==> src/rtl/corr_pkg.sv <==
// Shared constants, state encoding and score-width helper for the correlation engine.
package corr_pkg;
    localparam int PIX_W_DEF    = 10;
    localparam int SEARCH_H_RES = 640;
    localparam int SEARCH_V_RES = 480;
    localparam int COORD_W      = 13;

    localparam int MODE_SIM = 0;
    localparam int MODE_SAD = 1;

    typedef enum logic [1:0] {
        ST_IDLE,
        ST_RUN,
        ST_DRAIN,
        ST_DONE
    } corr_state_e;

    // Wide enough that WIN_H*WIN_V full-scale terms can never wrap.
    function automatic int corr_score_w(input int pix_w, input int win_h, input int win_v);
        return pix_w + $clog2(win_h * win_v);
    endfunction
endpackage

==> src/rtl/corr_pix_term.sv <==
// Per-pixel correlation term: |a-b| (SAD) or full-scale minus |a-b| (similarity).
module corr_pix_term
    import corr_pkg::*;
#(
    parameter int PIX_W = PIX_W_DEF,
    parameter int MODE  = MODE_SIM
) (
    input  logic [PIX_W-1:0] pix_a,
    input  logic [PIX_W-1:0] pix_b,
    output logic [PIX_W-1:0] term
);
    logic [PIX_W-1:0] diff;

    always_comb begin
        diff = (pix_a >= pix_b) ? (pix_a - pix_b) : (pix_b - pix_a);
        term = (MODE == MODE_SAD) ? diff : ({PIX_W{1'b1}} - diff);
    end
endmodule

==> src/rtl/corr_score_engine.sv <==
// Raster-scans a WIN_H x WIN_V window, accumulates per-pixel terms of latency-delayed
// readings and reports the final correlation score with a one-cycle done pulse.
module corr_score_engine
    import corr_pkg::*;
#(
    parameter int PIX_W  = PIX_W_DEF,
    parameter int WIN_H  = SEARCH_H_RES,
    parameter int WIN_V  = SEARCH_V_RES,
    parameter int RD_LAT = 2,
    parameter int MODE   = MODE_SIM,
    localparam int SCORE_W = corr_score_w(PIX_W, WIN_H, WIN_V)
) (
    input  logic               iCLK,
    input  logic               iRST,
    input  logic               iStart,
    input  logic               iStall,
    input  logic [COORD_W-1:0] iXstart,
    input  logic [COORD_W-1:0] iYstart,
    input  logic [PIX_W-1:0]   iRd_sram,
    input  logic [PIX_W-1:0]   iRd_search,
    output logic [COORD_W-1:0] oX_sram,
    output logic [COORD_W-1:0] oY_sram,
    output logic [COORD_W-1:0] oX_search,
    output logic [COORD_W-1:0] oY_search,
    output logic               oBusy,
    output logic               oDone,
    output logic [SCORE_W-1:0] oScore
);
    corr_state_e        state_q, state_d;
    logic [COORD_W-1:0] x_q, x_d, y_q, y_d;
    logic [COORD_W-1:0] xorg_q, xorg_d, yorg_q, yorg_d;
    logic [SCORE_W-1:0] acc_q, acc_d, score_q, score_d;
    logic [SCORE_W-1:0] acc_sum;
    logic [PIX_W-1:0]   term;
    logic               issue, accum, tag_out, final_rd, last_coord;

    corr_pix_term #(.PIX_W(PIX_W), .MODE(MODE)) u_term (
        .pix_a (iRd_sram),
        .pix_b (iRd_search),
        .term  (term)
    );

    assign issue      = (state_q == ST_RUN) && !iStall;
    assign accum      = tag_out && !iStall;
    assign last_coord = (x_q == COORD_W'(WIN_H - 1)) && (y_q == COORD_W'(WIN_V - 1));
    assign acc_sum    = acc_q + SCORE_W'(term);

    // final_rd marks the reading that closes the window: with no read latency it is the
    // last coordinate itself, otherwise the only tag left in flight while draining.
    if (RD_LAT == 0) begin : g_nolat
        assign tag_out  = issue;
        assign final_rd = last_coord;
    end else begin : g_lat
        localparam logic [RD_LAT-1:0] REST_MASK = {RD_LAT{1'b1}} >> 1;
        logic [RD_LAT-1:0] tag_q, tag_d;

        always_comb begin
            tag_d = tag_q;
            if (!iStall) tag_d = (tag_q << 1) | RD_LAT'(issue);
        end

        always_ff @(posedge iCLK or posedge iRST) begin
            if (iRST) tag_q <= '0;
            else      tag_q <= tag_d;
        end

        assign tag_out  = tag_q[RD_LAT-1];
        assign final_rd = (state_q == ST_DRAIN) && ((tag_q & REST_MASK) == '0);
    end

    always_comb begin
        state_d = state_q;
        x_d     = x_q;
        y_d     = y_q;
        xorg_d  = xorg_q;
        yorg_d  = yorg_q;
        acc_d   = accum ? acc_sum : acc_q;
        score_d = score_q;
        case (state_q)
            ST_IDLE, ST_DONE: begin
                if (iStart) begin
                    state_d = ST_RUN;
                    xorg_d  = iXstart;
                    yorg_d  = iYstart;
                    x_d     = '0;
                    y_d     = '0;
                    acc_d   = '0;
                end else if (state_q == ST_DONE) begin
                    state_d = ST_IDLE;
                end
            end
            ST_RUN, ST_DRAIN: begin
                if (issue) begin
                    if (last_coord) begin
                        state_d = ST_DRAIN;
                    end else if (x_q == COORD_W'(WIN_H - 1)) begin
                        x_d = '0;
                        y_d = y_q + COORD_W'(1);
                    end else begin
                        x_d = x_q + COORD_W'(1);
                    end
                end
                if (accum && final_rd) begin
                    state_d = ST_DONE;
                    score_d = acc_sum;
                end
            end
            default: state_d = ST_IDLE;
        endcase
    end

    always_ff @(posedge iCLK or posedge iRST) begin
        if (iRST) begin
            state_q <= ST_IDLE;
            x_q     <= '0;
            y_q     <= '0;
            xorg_q  <= '0;
            yorg_q  <= '0;
            acc_q   <= '0;
            score_q <= '0;
        end else begin
            state_q <= state_d;
            x_q     <= x_d;
            y_q     <= y_d;
            xorg_q  <= xorg_d;
            yorg_q  <= yorg_d;
            acc_q   <= acc_d;
            score_q <= score_d;
        end
    end

    assign oX_sram   = xorg_q + x_q;
    assign oY_sram   = yorg_q + y_q;
    assign oX_search = x_q;
    assign oY_search = y_q;
    assign oBusy     = (state_q == ST_RUN) || (state_q == ST_DRAIN);
    assign oDone     = (state_q == ST_DONE);
    assign oScore    = score_q;
endmodule

==> config.mk <==
export PLATFORM = sky130hd
export DESIGN_NAME = corr_score_engine
export DESIGN_NICKNAME = d
export VERILOG_FILES = /design/src/rtl/corr_pkg.sv /design/src/rtl/corr_pix_term.sv /design/src/rtl/corr_score_engine.sv
export SDC_FILE = /design/constraint.sdc
export NUM_CORES = 1
export LEC_CHECK = 0
export CAP_MARGIN = 20
export CELL_PAD_IN_SITES_DETAIL_PLACEMENT = 2
export CELL_PAD_IN_SITES_GLOBAL_PLACEMENT = 2
export CORE_MARGIN = 5
export CORE_UTILIZATION = 30
export CTS_BUF_LIST = sky130_fd_sc_hd__clkbuf_4 sky130_fd_sc_hd__clkbuf_8
export DETAILED_ROUTE_END_ITERATION = 12
export PLACE_DENSITY = 0.82
export SETUP_SLACK_MARGIN = 0.4
export SLEW_MARGIN = 0
export SYNTH_ARGS = -nofsm -noshare
export SYNTH_HDL_FRONTEND = slang
export SYNTH_SLANG_ARGS = --single-unit
==> constraint.sdc <==
create_clock -name iCLK -period 4.7 [get_ports iCLK]
set_clock_uncertainty 0.1 [all_clocks]
set_input_delay 0.47 -clock iCLK [delete_from_list [all_inputs] [get_ports iCLK]]
set_output_delay 0.47 -clock iCLK [all_outputs]
set_load 0.03 [all_outputs]
==> impl_metrics.env <==
export IMPL_crit_required_ns=4.96
export IMPL_die_h_um=171.1
export IMPL_powerDensity_nw_per_um2=497.1
export IMPL_vias=7336
export IMPL_rsz0062_at_grt="no"
export IMPL_clock_root_buffer="clkbuf_8"
export IMPL_ys_types=67
export IMPL_postRouteAntennaNets=0
export IMPL_crit_type="input pin to register"
export IMPL_fin_util_pct=40.47
export IMPL_cp_max_fo=10
export IMPL_cp_arrival_ns=4.49
export IMPL_insertion_delay_ns=0.46
export IMPL_period_needed_ns=4.229
export IMPL_crit_slowest_cell="clkdlybuf4s50_1"
export IMPL_final_cell_mix="166 x nand2_1, 129 x clkdlybuf4s50_1, 114 x dfrtp_1"
export IMPL_grt_usage_pct=18.13
export IMPL_final_common_cell="nand2_1"
export IMPL_antennaDiodeCount=0
export IMPL_first_iter_violations=335
export IMPL_io_pins=133
export IMPL_final_layout_size_suffix_gt1_share_pct=13.42
export IMPL_critPathTopFamily="buffers and inverters"
export IMPL_post_drt_via_cell_ratio=5.155
export IMPL_htree_levels=4
export IMPL_syn_avg_cell_area_um2=8.620
export IMPL_start_util_pct=30.13
export IMPL_drt_wl_total_um=27690
export IMPL_tightest_slew_ns=1.030
export IMPL_maxCapViolCount=0
export IMPL_nets=1188
export IMPL_cp_buffers_inverters=7
export IMPL_cts_buffer_depth=2
export IMPL_p_int_w=0.002903
export IMPL_worstHoldPathType="input pin to async pin"
export IMPL_port_buffers=132
export IMPL_leakage_nw=4.745
export IMPL_crit_path_end_kind="register"
export IMPL_switchingPower_w=0.002296
export IMPL_antenna_found_initial=0
export IMPL_setup_viol=0
export IMPL_grt_pass1_vias=8055
export IMPL_ir_worst_vdd_uv=286.3
export IMPL_p_total_w=0.005199
export IMPL_ys_seq_elements=114
export IMPL_grt_pass1_wl_um=42720
export IMPL_path_common_cell="buf_4"
export IMPL_ys_seq_area_share_pct=36.65
export IMPL_cp_start_kind="input pin"
export IMPL_yosys_warnings=0
export IMPL_cts_buffers_inserted=17
export IMPL_syn_area_um2=7784
export IMPL_clkTransAtPathRegs_ns=0.08
export IMPL_fin_hold_ws_ns=0.3814
export IMPL_syn_nets=1016
export IMPL_fillCellCount=2849
export IMPL_synthArstFlopShare_pct=100.0
export IMPL_layout_setup_ws_ns=0.4706
export IMPL_p_comb_share_pct=52.4
export IMPL_p_seq_share_pct=26.4
export IMPL_status="complete, no violations"
export IMPL_cpPeakStageDelay_ns=0.50
export IMPL_core_area_um2=25840
export IMPL_rows=59
export IMPL_routedWlPerCell_um=19.46
export IMPL_dieArea_um2=29270
export IMPL_syn_inst=903
export IMPL_die_w_um=171.1
export IMPL_cp_cell_sequence="clkdlybuf4s50_1 > inv_1 > ha_1 > nand4_1 > a311oi_2 > a311oi_2 > buf_4 > buf_4 > a211oi_2 > a21oi_1 > xnor2_1 > ha_1 > buf_4 > nand3_2 > nor3_4 > buf_6 > o21ai_2 > buf_12 > or3_1 > a31oi_1"
export IMPL_finalCritPeriodShare_pct=89.99
export IMPL_gp_congestion=0.7978
export IMPL_max_slew_margin_rel_pct=31.18
export IMPL_place_hpwl_um=19390
export IMPL_slew_violations=0
export IMPL_switching_share_pct=44.16
export IMPL_dpl_worst_slack_ns=-0.1101
export IMPL_drc=0
export IMPL_cts_tree="done"
export IMPL_clock_sinks=114
export IMPL_ctsHoldBuffers=0
export IMPL_grt_ovfl_total=0
export IMPL_drt_pre_antenna_iters=6
export IMPL_synth_edff_count=0
export IMPL_fmax_mhz=236.4
export IMPL_grt_max_degree=52
export IMPL_ys_flop_type="dfrtp_1"
export IMPL_hold_viol=0
export IMPL_syn_to_final_growth_pct=34.35
export IMPL_clkPwrFrac_pct=21.2
==> synthesized netlist by cell type, types with 9 or more instances <==
| master | number | share of area, % |
|---|---|---|
| o21ai_0 | 54 | 3.5 |
| buf_2 | 9 | 0.58 |
| clkbuf_1 | 18 | 0.87 |
| ha_1 | 58 | 9.3 |
| mux2i_1 | 10 | 1.3 |
| nand2_1 | 166 | 8.0 |
| dfrtp_1 | 114 | 37 |
| a21oi_1 | 54 | 3.5 |
| xnor2_1 | 53 | 6.0 |
| a211oi_1 | 15 | 1.4 |
| nand4_1 | 14 | 1.1 |
| a21o_1 | 16 | 1.5 |
| xor2_1 | 23 | 2.6 |
| nor2_1 | 63 | 3.0 |
| nand3_1 | 20 | 1.3 |
| or3_1 | 14 | 1.1 |
| nor3_1 | 18 | 1.2 |
| and3_1 | 15 | 1.2 |
| inv_1 | 51 | 2.5 |
| o211ai_1 | 10 | 0.96 |
==> per-layer routing <==
metal	routed length [um]	vias up	share of wire (%)	track usage (%)
li1	-	3458	-	-
met1	11920	3732	43	22.25
met2	14500	118	52	33.34
met3	911	28	3.3	3.027
met4	354	0	1.3	3.858
met5	0	-	0	0
==> cells by family (layout without fill, tap and decap cells) <==
group | count (synthesis) | after routing | synth area share (%)
AND/OR/NAND/NOR | 349 | 349 | 20.95
AO/OA/AOI/OAI | 203 | 203 | 17.09
flip-flops | 114 | 114 | 36.65
buffers and inverters | 86 | 271 | 4.581
XOR/XNOR | 76 | 76 | 8.552
adder cells (fa/ha/maj) | 63 | 63 | 10.61
multiplexers | 12 | 12 | 1.575
==> path summary, 6_finish.rpt <==
kind                                   start       endpoint  slack, ns  cells after the start
worst max-delay path             iRd_sram[4]     oScore[14]       0.47                     20
worst min-delay path                    iRST      xorg_q[2]       0.38                      2
worst max register to register  oX_search[0]  oX_search[11]       1.74                      7
worst min register to register     oScore[1]      oScore[1]       0.39                      2
max in group asynchronous               iRST      oScore[2]       3.18                      3
min in group iCLK                  oScore[1]      oScore[1]       0.39                      2
==> sequential cells by signal (all words and copies together) (netlist names) <==
signal       count
oY_search       13
state_q          2
xorg_q          13
yorg_q          13
oScore          29
oX_search       13
acc_q           29
g_lat.tag_q      2
==> final cells by class <==
type | count | area, um^2 | area share (%)
clock buffers | 21 | 289.0 | 2.764
multi-input cells | 703 | 4748 | 45.41
well taps | 335 | 419.2 | 4.008
flip-flops and latches | 114 | 2853 | 27.28
repair buffers | 187 | 1774 | 16.97
inverters | 52 | 197.7 | 1.890
clock inverters | 11 | 176.4 | 1.687
==> stage by stage <==
step	setup TNS [ns]	cell area [um^2]	std cells
floorplan	0	7784	903
detailed placement	-1.046	9687	1375
global route	0	10460	1423
CTS	0	10220	1413
finish	0	10460	1423
global placement	0	9687	1375
==> power groups by stage <==
stage / registers [W] / clock network, W / logic, W
6_report: 0.00137 / 0.00110 / 0.00272
5_1_grt: 0.00140 / 0.00117 / 0.00296
4_1_cts: 0.00137 / 0.00113 / 0.00264
3_5_place_dp: 0.00139 / 0 / 0.00258
3_3_place_gp: 0.00138 / 0 / 0.00250
2_1_floorplan: 0.00144 / 0 / 0.00152
==> timing repair <==
action,4_1_cts,5_1_grt
setup endpoints to repair,17,42
pin swaps,6,19
resized for setup,7,33
buffers inserted,5,10
gates cloned,1,0
(Power assumes the default switching activity.)
